==> src/rtl/ps2_keyboard_rx_pkg.sv <==
`default_nettype none
// ============================================================================
//  ps2_keyboard_rx_pkg
//  Shared scan-code constants, frame FSM states and helpers for the PS/2 RX.
//  Revision: 1.0 - initial release
// ============================================================================
package ps2_keyboard_rx_pkg;

  localparam logic [7:0] PS2_PREFIX_EXT = 8'hE0;
  localparam logic [7:0] PS2_PREFIX_BRK = 8'hF0;
  localparam logic [7:0] PS2_KBD_ERR_LO = 8'h00;
  localparam logic [7:0] PS2_KBD_ERR_HI = 8'hFF;

  typedef enum logic [1:0] {
    ST_IDLE   = 2'd0,
    ST_DATA   = 2'd1,
    ST_PARITY = 2'd2,
    ST_STOP   = 2'd3
  } frame_state_t;

  typedef struct packed {
    logic [7:0] code;
    logic       extended;
    logic       brk;
  } key_event_t;

  // Odd parity over data+parity, and a high stop bit.
  function automatic logic frame_good(input logic [7:0] data_byte,
                                      input logic       parity_bit,
                                      input logic       stop_bit);
    return stop_bit && (^{data_byte, parity_bit});
  endfunction

  function automatic logic is_key_byte(input logic [7:0] data_byte);
    return (data_byte != PS2_PREFIX_EXT) && (data_byte != PS2_PREFIX_BRK) &&
           (data_byte != PS2_KBD_ERR_LO) && (data_byte != PS2_KBD_ERR_HI);
  endfunction

endpackage
`default_nettype wire

==> src/rtl/ps2_frame_rx.sv <==
`default_nettype none
// ============================================================================
//  ps2_frame_rx
//  Pin synchroniser, PS/2 clock glitch filter, 11-bit frame FSM and timeout.
//  Revision: 1.0 - initial release
// ============================================================================
module ps2_frame_rx
  import ps2_keyboard_rx_pkg::*;
#(
  parameter int FILTER_LEN     = 4,
  parameter int TIMEOUT_CYCLES = 16000
) (
  input  logic       clk,
  input  logic       clr,
  input  logic       ps2_clk,
  input  logic       ps2_data,
  output logic [7:0] rx_byte,
  output logic       byte_strobe,
  output logic       frame_error
);

  localparam int FCW = (FILTER_LEN > 1) ? $clog2(FILTER_LEN) : 1;
  localparam int TCW = $clog2(TIMEOUT_CYCLES + 1);

  logic           clk_meta, clk_sync, data_meta, data_sync;
  logic [FCW-1:0] filt_cnt;
  logic           clk_filt, clk_filt_d;
  logic [TCW-1:0] to_cnt;
  frame_state_t   state;
  logic [2:0]     bit_cnt;
  logic [7:0]     shift;
  logic           parity_bit;

  logic fall, timeout, stop_fall, good;

  always_ff @(posedge clk) begin
    if (clr) begin
      clk_meta   <= 1'b1;
      clk_sync   <= 1'b1;
      data_meta  <= 1'b1;
      data_sync  <= 1'b1;
      filt_cnt   <= '0;
      clk_filt   <= 1'b1;
      clk_filt_d <= 1'b1;
    end else begin
      clk_meta   <= ps2_clk;
      clk_sync   <= clk_meta;
      data_meta  <= ps2_data;
      data_sync  <= data_meta;
      clk_filt_d <= clk_filt;
      // Filtered clock only moves after FILTER_LEN consecutive disagreeing samples.
      if (clk_sync == clk_filt) begin
        filt_cnt <= '0;
      end else if (filt_cnt == FCW'(FILTER_LEN - 1)) begin
        clk_filt <= clk_sync;
        filt_cnt <= '0;
      end else begin
        filt_cnt <= filt_cnt + 1'b1;
      end
    end
  end

  assign fall      = clk_filt_d & ~clk_filt;
  assign timeout   = (state != ST_IDLE) && !fall && (to_cnt == TCW'(TIMEOUT_CYCLES - 1));
  assign stop_fall = fall && (state == ST_STOP);
  assign good      = frame_good(shift, parity_bit, data_sync);

  always_ff @(posedge clk) begin
    if (clr || fall) begin
      to_cnt <= '0;
    end else if (to_cnt != TCW'(TIMEOUT_CYCLES)) begin
      to_cnt <= to_cnt + 1'b1;
    end
  end

  always_ff @(posedge clk) begin
    if (clr) begin
      state      <= ST_IDLE;
      bit_cnt    <= 3'd0;
      shift      <= 8'h00;
      parity_bit <= 1'b0;
    end else if (timeout) begin
      state <= ST_IDLE;
    end else if (fall) begin
      case (state)
        ST_IDLE: begin
          if (!data_sync) begin
            state   <= ST_DATA;
            bit_cnt <= 3'd0;
          end
        end
        ST_DATA: begin
          shift   <= {data_sync, shift[7:1]};
          bit_cnt <= bit_cnt + 3'd1;
          if (bit_cnt == 3'd7) state <= ST_PARITY;
        end
        ST_PARITY: begin
          parity_bit <= data_sync;
          state      <= ST_STOP;
        end
        ST_STOP: state <= ST_IDLE;
        default: state <= ST_IDLE;
      endcase
    end
  end

  assign rx_byte     = shift;
  assign byte_strobe = stop_fall && good;
  assign frame_error = (stop_fall && !good) || timeout;

endmodule
`default_nettype wire

==> src/rtl/ps2_keyboard_rx.sv <==
`default_nettype none
// ============================================================================
//  ps2_keyboard_rx
//  PS/2 keyboard receiver: folds E0/F0 prefixes into key events on valid/ready.
//  Revision: 1.0 - initial release
// ============================================================================
module ps2_keyboard_rx
  import ps2_keyboard_rx_pkg::*;
#(
  parameter int FILTER_LEN     = 4,
  parameter int TIMEOUT_CYCLES = 16000
) (
  input  logic       clk,
  input  logic       clr,
  input  logic       ps2_clk,
  input  logic       ps2_data,
  output logic       key_valid,
  input  logic       key_ready,
  output logic [7:0] key_code,
  output logic       key_extended,
  output logic       key_release,
  output logic       frame_error,
  output logic       overrun
);

  logic [7:0] rx_byte;
  logic       byte_strobe;
  logic       rx_error;
  logic       ext_pend, brk_pend;
  logic       new_event;
  key_event_t held;

  ps2_frame_rx #(
    .FILTER_LEN    (FILTER_LEN),
    .TIMEOUT_CYCLES(TIMEOUT_CYCLES)
  ) u_frame (
    .clk        (clk),
    .clr        (clr),
    .ps2_clk    (ps2_clk),
    .ps2_data   (ps2_data),
    .rx_byte    (rx_byte),
    .byte_strobe(byte_strobe),
    .frame_error(rx_error)
  );

  assign new_event = byte_strobe && is_key_byte(rx_byte);

  always_ff @(posedge clk) begin
    if (clr) begin
      ext_pend    <= 1'b0;
      brk_pend    <= 1'b0;
      frame_error <= 1'b0;
      key_valid   <= 1'b0;
      overrun     <= 1'b0;
      held        <= '0;
    end else begin
      frame_error <= rx_error;

      if (rx_error) begin
        ext_pend <= 1'b0;
        brk_pend <= 1'b0;
      end else if (byte_strobe) begin
        if (rx_byte == PS2_PREFIX_EXT) begin
          ext_pend <= 1'b1;
        end else if (rx_byte == PS2_PREFIX_BRK) begin
          brk_pend <= 1'b1;
        end else begin
          ext_pend <= 1'b0;
          brk_pend <= 1'b0;
        end
      end

      // A pending unaccepted event wins; the newcomer is dropped and flagged.
      if (new_event) begin
        if (!key_valid || key_ready) begin
          held      <= '{code: rx_byte, extended: ext_pend, brk: brk_pend};
          key_valid <= 1'b1;
        end else begin
          overrun <= 1'b1;
        end
      end else if (key_valid && key_ready) begin
        key_valid <= 1'b0;
      end
    end
  end

  assign key_code     = held.code;
  assign key_extended = held.extended;
  assign key_release  = held.brk;

endmodule
`default_nettype wire

==> config.mk <==
export PLATFORM = sky130hd
export DESIGN_NAME = ps2_keyboard_rx
export DESIGN_NICKNAME = d
export VERILOG_FILES = /design/src/rtl/ps2_keyboard_rx_pkg.sv /design/src/rtl/ps2_frame_rx.sv /design/src/rtl/ps2_keyboard_rx.sv
export SDC_FILE = /design/constraint.sdc
export NUM_CORES = 1
export LEC_CHECK = 0
export ABC_AREA = 1
export BUFFER_PORTS_ARGS = -buffer_cell sky130_fd_sc_hd__buf_4
export CAP_MARGIN = 20
export CORE_ASPECT_RATIO = 0.7
export CORE_MARGIN = 2
export CORE_UTILIZATION = 59
export DETAILED_ROUTE_END_ITERATION = 10
export PLACE_DENSITY = 0.88
export SLEW_MARGIN = 20
export SYNTH_ARGS = -nofsm -noshare
export SYNTH_HDL_FRONTEND = slang
export SYNTH_SLANG_ARGS = --single-unit
==> constraint.sdc <==
create_clock -name clk -period 2 [get_ports clk]
set_input_delay 0.5 -clock clk [delete_from_list [all_inputs] [get_ports clk]]
set_output_delay 0.5 -clock clk [all_outputs]
set_load 0.005 [all_outputs]
==> flow_metrics.env <==
export IMPL_initial_core_util_pct=60.74
export IMPL_antenna_cells=0
export IMPL_syn_area_per_cell_um2=7.378
export IMPL_outcome="complete, no violations"
export IMPL_final_setup_tns_ps=0
export IMPL_synth_distinct_cells=28
export IMPL_fmax_mhz=536.0
export IMPL_tritoncts="yes"
export IMPL_synth_edf_count=0
export IMPL_cts_buffer_depth=2
export IMPL_grt_max_degree=22
export IMPL_hpwl_um=3383
export IMPL_overflow=0
export IMPL_cts_made_buffers=5
export IMPL_cts_root_buffer_cell="clkbuf_8"
export IMPL_arrival_ps=2070
export IMPL_max_cap_violations=0
export IMPL_ff2ff_path_depth=11
export IMPL_path_max_fanout=21
export IMPL_fin_crit_ps=1866
export IMPL_synth_common_cells="65 x nand2_1, 51 x dfxtp_1, 48 x inv_1, 35 x nor2_1, 33 x a21oi_1"
export IMPL_regToRegStartpoint="u_frame.rx_byte[4]"
export IMPL_busiest_layer="met2"
export IMPL_yosysMostFrequentCell="nand2_1"
export IMPL_utilization_pct=67.68
export IMPL_dr_pass1_iters=4
export IMPL_grt_usage_pct=22.45
export IMPL_ys_ff_latch=51
export IMPL_antenna_left=0
export IMPL_yosysTopAreaCell="dfxtp_1"
export IMPL_hold_path_class="input port to flop"
export IMPL_die_x_um=79.49
export IMPL_hold_depth=2
export IMPL_cp_required_ps=2210
export IMPL_peakVddDrop_mv=0.7010
export IMPL_path_clk_slew_ps=100
export IMPL_core_rowCount=19
export IMPL_relSlewSlack_pct=73.55
export IMPL_min_delay_start="ps2_clk"
export IMPL_drtIter0Drc=130
export IMPL_synth_area_leaders="dfxtp_1 43%, nand2_1 10%, inv_1 7.7%, a21oi_1 7.0%, nor2_1 5.6%"
export IMPL_skew_ps=14.75
export IMPL_htree_levels=2
export IMPL_setup_viol=0
export IMPL_yosys_most_used_dff="dfxtp_1"
export IMPL_hold_end="u_frame.clk_meta"
export IMPL_io_pins=18
export IMPL_async_reset_ff_share_pct=0
export IMPL_numPortBuffers=17
export IMPL_cts_sinks=51
export IMPL_avgViaCountPerCell=4.964
export IMPL_drc_errors=0
export IMPL_die_h_um=56.84
export IMPL_syn_area_mm2=0.002354
export IMPL_worstMarginPinSlew_ps=392.6
export IMPL_holdWs_ps=364.8
export IMPL_grt_pass1_wl_um=7803
export IMPL_gr_usage_met3_pct=7.717
export IMPL_rsz0062_at_grt="no"
export IMPL_fin_nets=355
export IMPL_globalRouteMet2Util_pct=33.49
export IMPL_fin_crit_sh_pct=93.29
export IMPL_gp_congestion=0.8903
export IMPL_insertion_delay_ps=310
export IMPL_coreArea_mm2=0.003875
export IMPL_yosysSeqAreaShare_pct=43.38
export IMPL_die_area_mm2=0.004518
export IMPL_postRouteWirelength_um=4508
export IMPL_routedWlPerCell_um=11.44
export IMPL_yosysWarningCount=0
export IMPL_area_growth_synth_to_final_pct=11.43
export IMPL_leakagePower_nw=1.168
export IMPL_postCtsHoldBufs=0
export IMPL_drive_gt1_share_pct=14.33
export IMPL_grt_pass1_vias=1774
export IMPL_synth_top_area_share_pct=43.38
export IMPL_cp_start_kind="flop"
export IMPL_rr_endpoint="key_code[0]"
export IMPL_hold_viol=0
export IMPL_synthesis_nets=333
export IMPL_vias=1956
export IMPL_end_kind="flop"
export IMPL_r2r_slack_ps=130
export IMPL_p_per_area_mw_per_mm2=649.6
export IMPL_syn_instance_count=319
export IMPL_slew_viol_final=0
export IMPL_path_class="flop to flop"
export IMPL_grt_antenna_before_repair=0
export IMPL_use_met1_pct=31.64
==> metrics by stage <==
stage | cell area, um^2 | setup WS, ps | instances | power [mW]
finish | 2623 | 134.2 | 394 | 1.704
global route | 2623 | 16.64 | 394 | 1.772
CTS | 2621 | 168.0 | 394 | 1.719
detailed placement | 2525 | 203.7 | 386 | 1.105
global placement | 2525 | 207.7 | 386 | 1.102
floorplan | 2354 | 497.9 | 319 | 1.085
==> critical path: stages, from the launching register on <==
cell	delay [ps]
dfxtp_1	500
inv_2	100
nand2_1	70
nand2_1	60
nand2_1	60
nand2_1	70
nand3_1	100
nand2_2	70
nor2_4	140
nand4_4	280
nor2_1	230
nor2_1	70
==> per-layer routing <==
layer  share of wire (%)  vias up
met1                  52      856
met4                0.93        0
met2                  42       34
li1                    -     1060
met5                   0        -
met3                 4.8        6
==> logic make-up after synthesis <==
kind of cell	Yosys count	synth area share [%]
AOI/OAI and AO/OA	55	12.17
and+or+nand+nor	146	28.92
adders and majority gates	9	4.785
xor gates and xnor gates	2	0.7444
DFF	51	43.38
buffers and inverters	56	9.994
==> timing repair <==
action                     CTS  global route
buffers inserted             0             0
gates resized for setup      0             1
setup endpoints to repair    0             3
==> flip-flops by register name, indices dropped and copies added (netlist names), 2 cells and up <==
| name | flops |
|---|---|
| u_frame.to_cnt | 14 |
| key_code | 8 |
| u_frame.rx_byte | 8 |
| u_frame.bit_cnt | 3 |
| u_frame.filt_cnt | 2 |
| u_frame.state | 2 |
==> layout make-up <==
class	count	area, um^2
clock inverter	3	27.53
multi-input combinational	212	1097
tap	52	65.06
timing repair buffer	20	150.1
fill	320	1252
clock buffer	5	68.82
inverter	51	191.4
sequential	51	1022
==> power by group <==
group | internal (mW) | leakage [nW] | switching, mW | total, mW
logic | 0.0199 | 0.709 | 0.0307 | 0.0505
registers | 1.02 | 0.413 | 0.00626 | 1.03
clock network | 0.257 | 0.0463 | 0.365 | 0.623
total | 1.30 | 1.17 | 0.402 | 1.70
==> placed cells by master, fill, tap and decap left out, types with 2 or more instances in the layout <==
cell type,n
nand4_1,4
nor3_1,5
nor2_1,35
ha_1,9
o21ai_0,17
inv_2,2
nand2_2,4
nor2_4,2
buf_4,20
inv_1,48
o211ai_1,2
clkbuf_8,5
dfxtp_1,50
nand3_1,15
or2_2,8
nor4_1,3
xor2_1,2
nand2_1,65
o21bai_1,2
a21oi_1,33
==> worst max-delay path by stage <==
stage                        from                 to
4_1_cts        u_frame.rx_byte[4]        key_code[0]
5_1_grt        u_frame.rx_byte[4]        key_code[4]
6_report       u_frame.rx_byte[4]        key_code[0]
3_5_place_dp   u_frame.rx_byte[4]        key_code[0]
3_3_place_gp   u_frame.rx_byte[7]        key_code[0]
2_1_floorplan   u_frame.to_cnt[0]  u_frame.to_cnt[8]
Note: power is estimated with default switching activity, not from simulation.
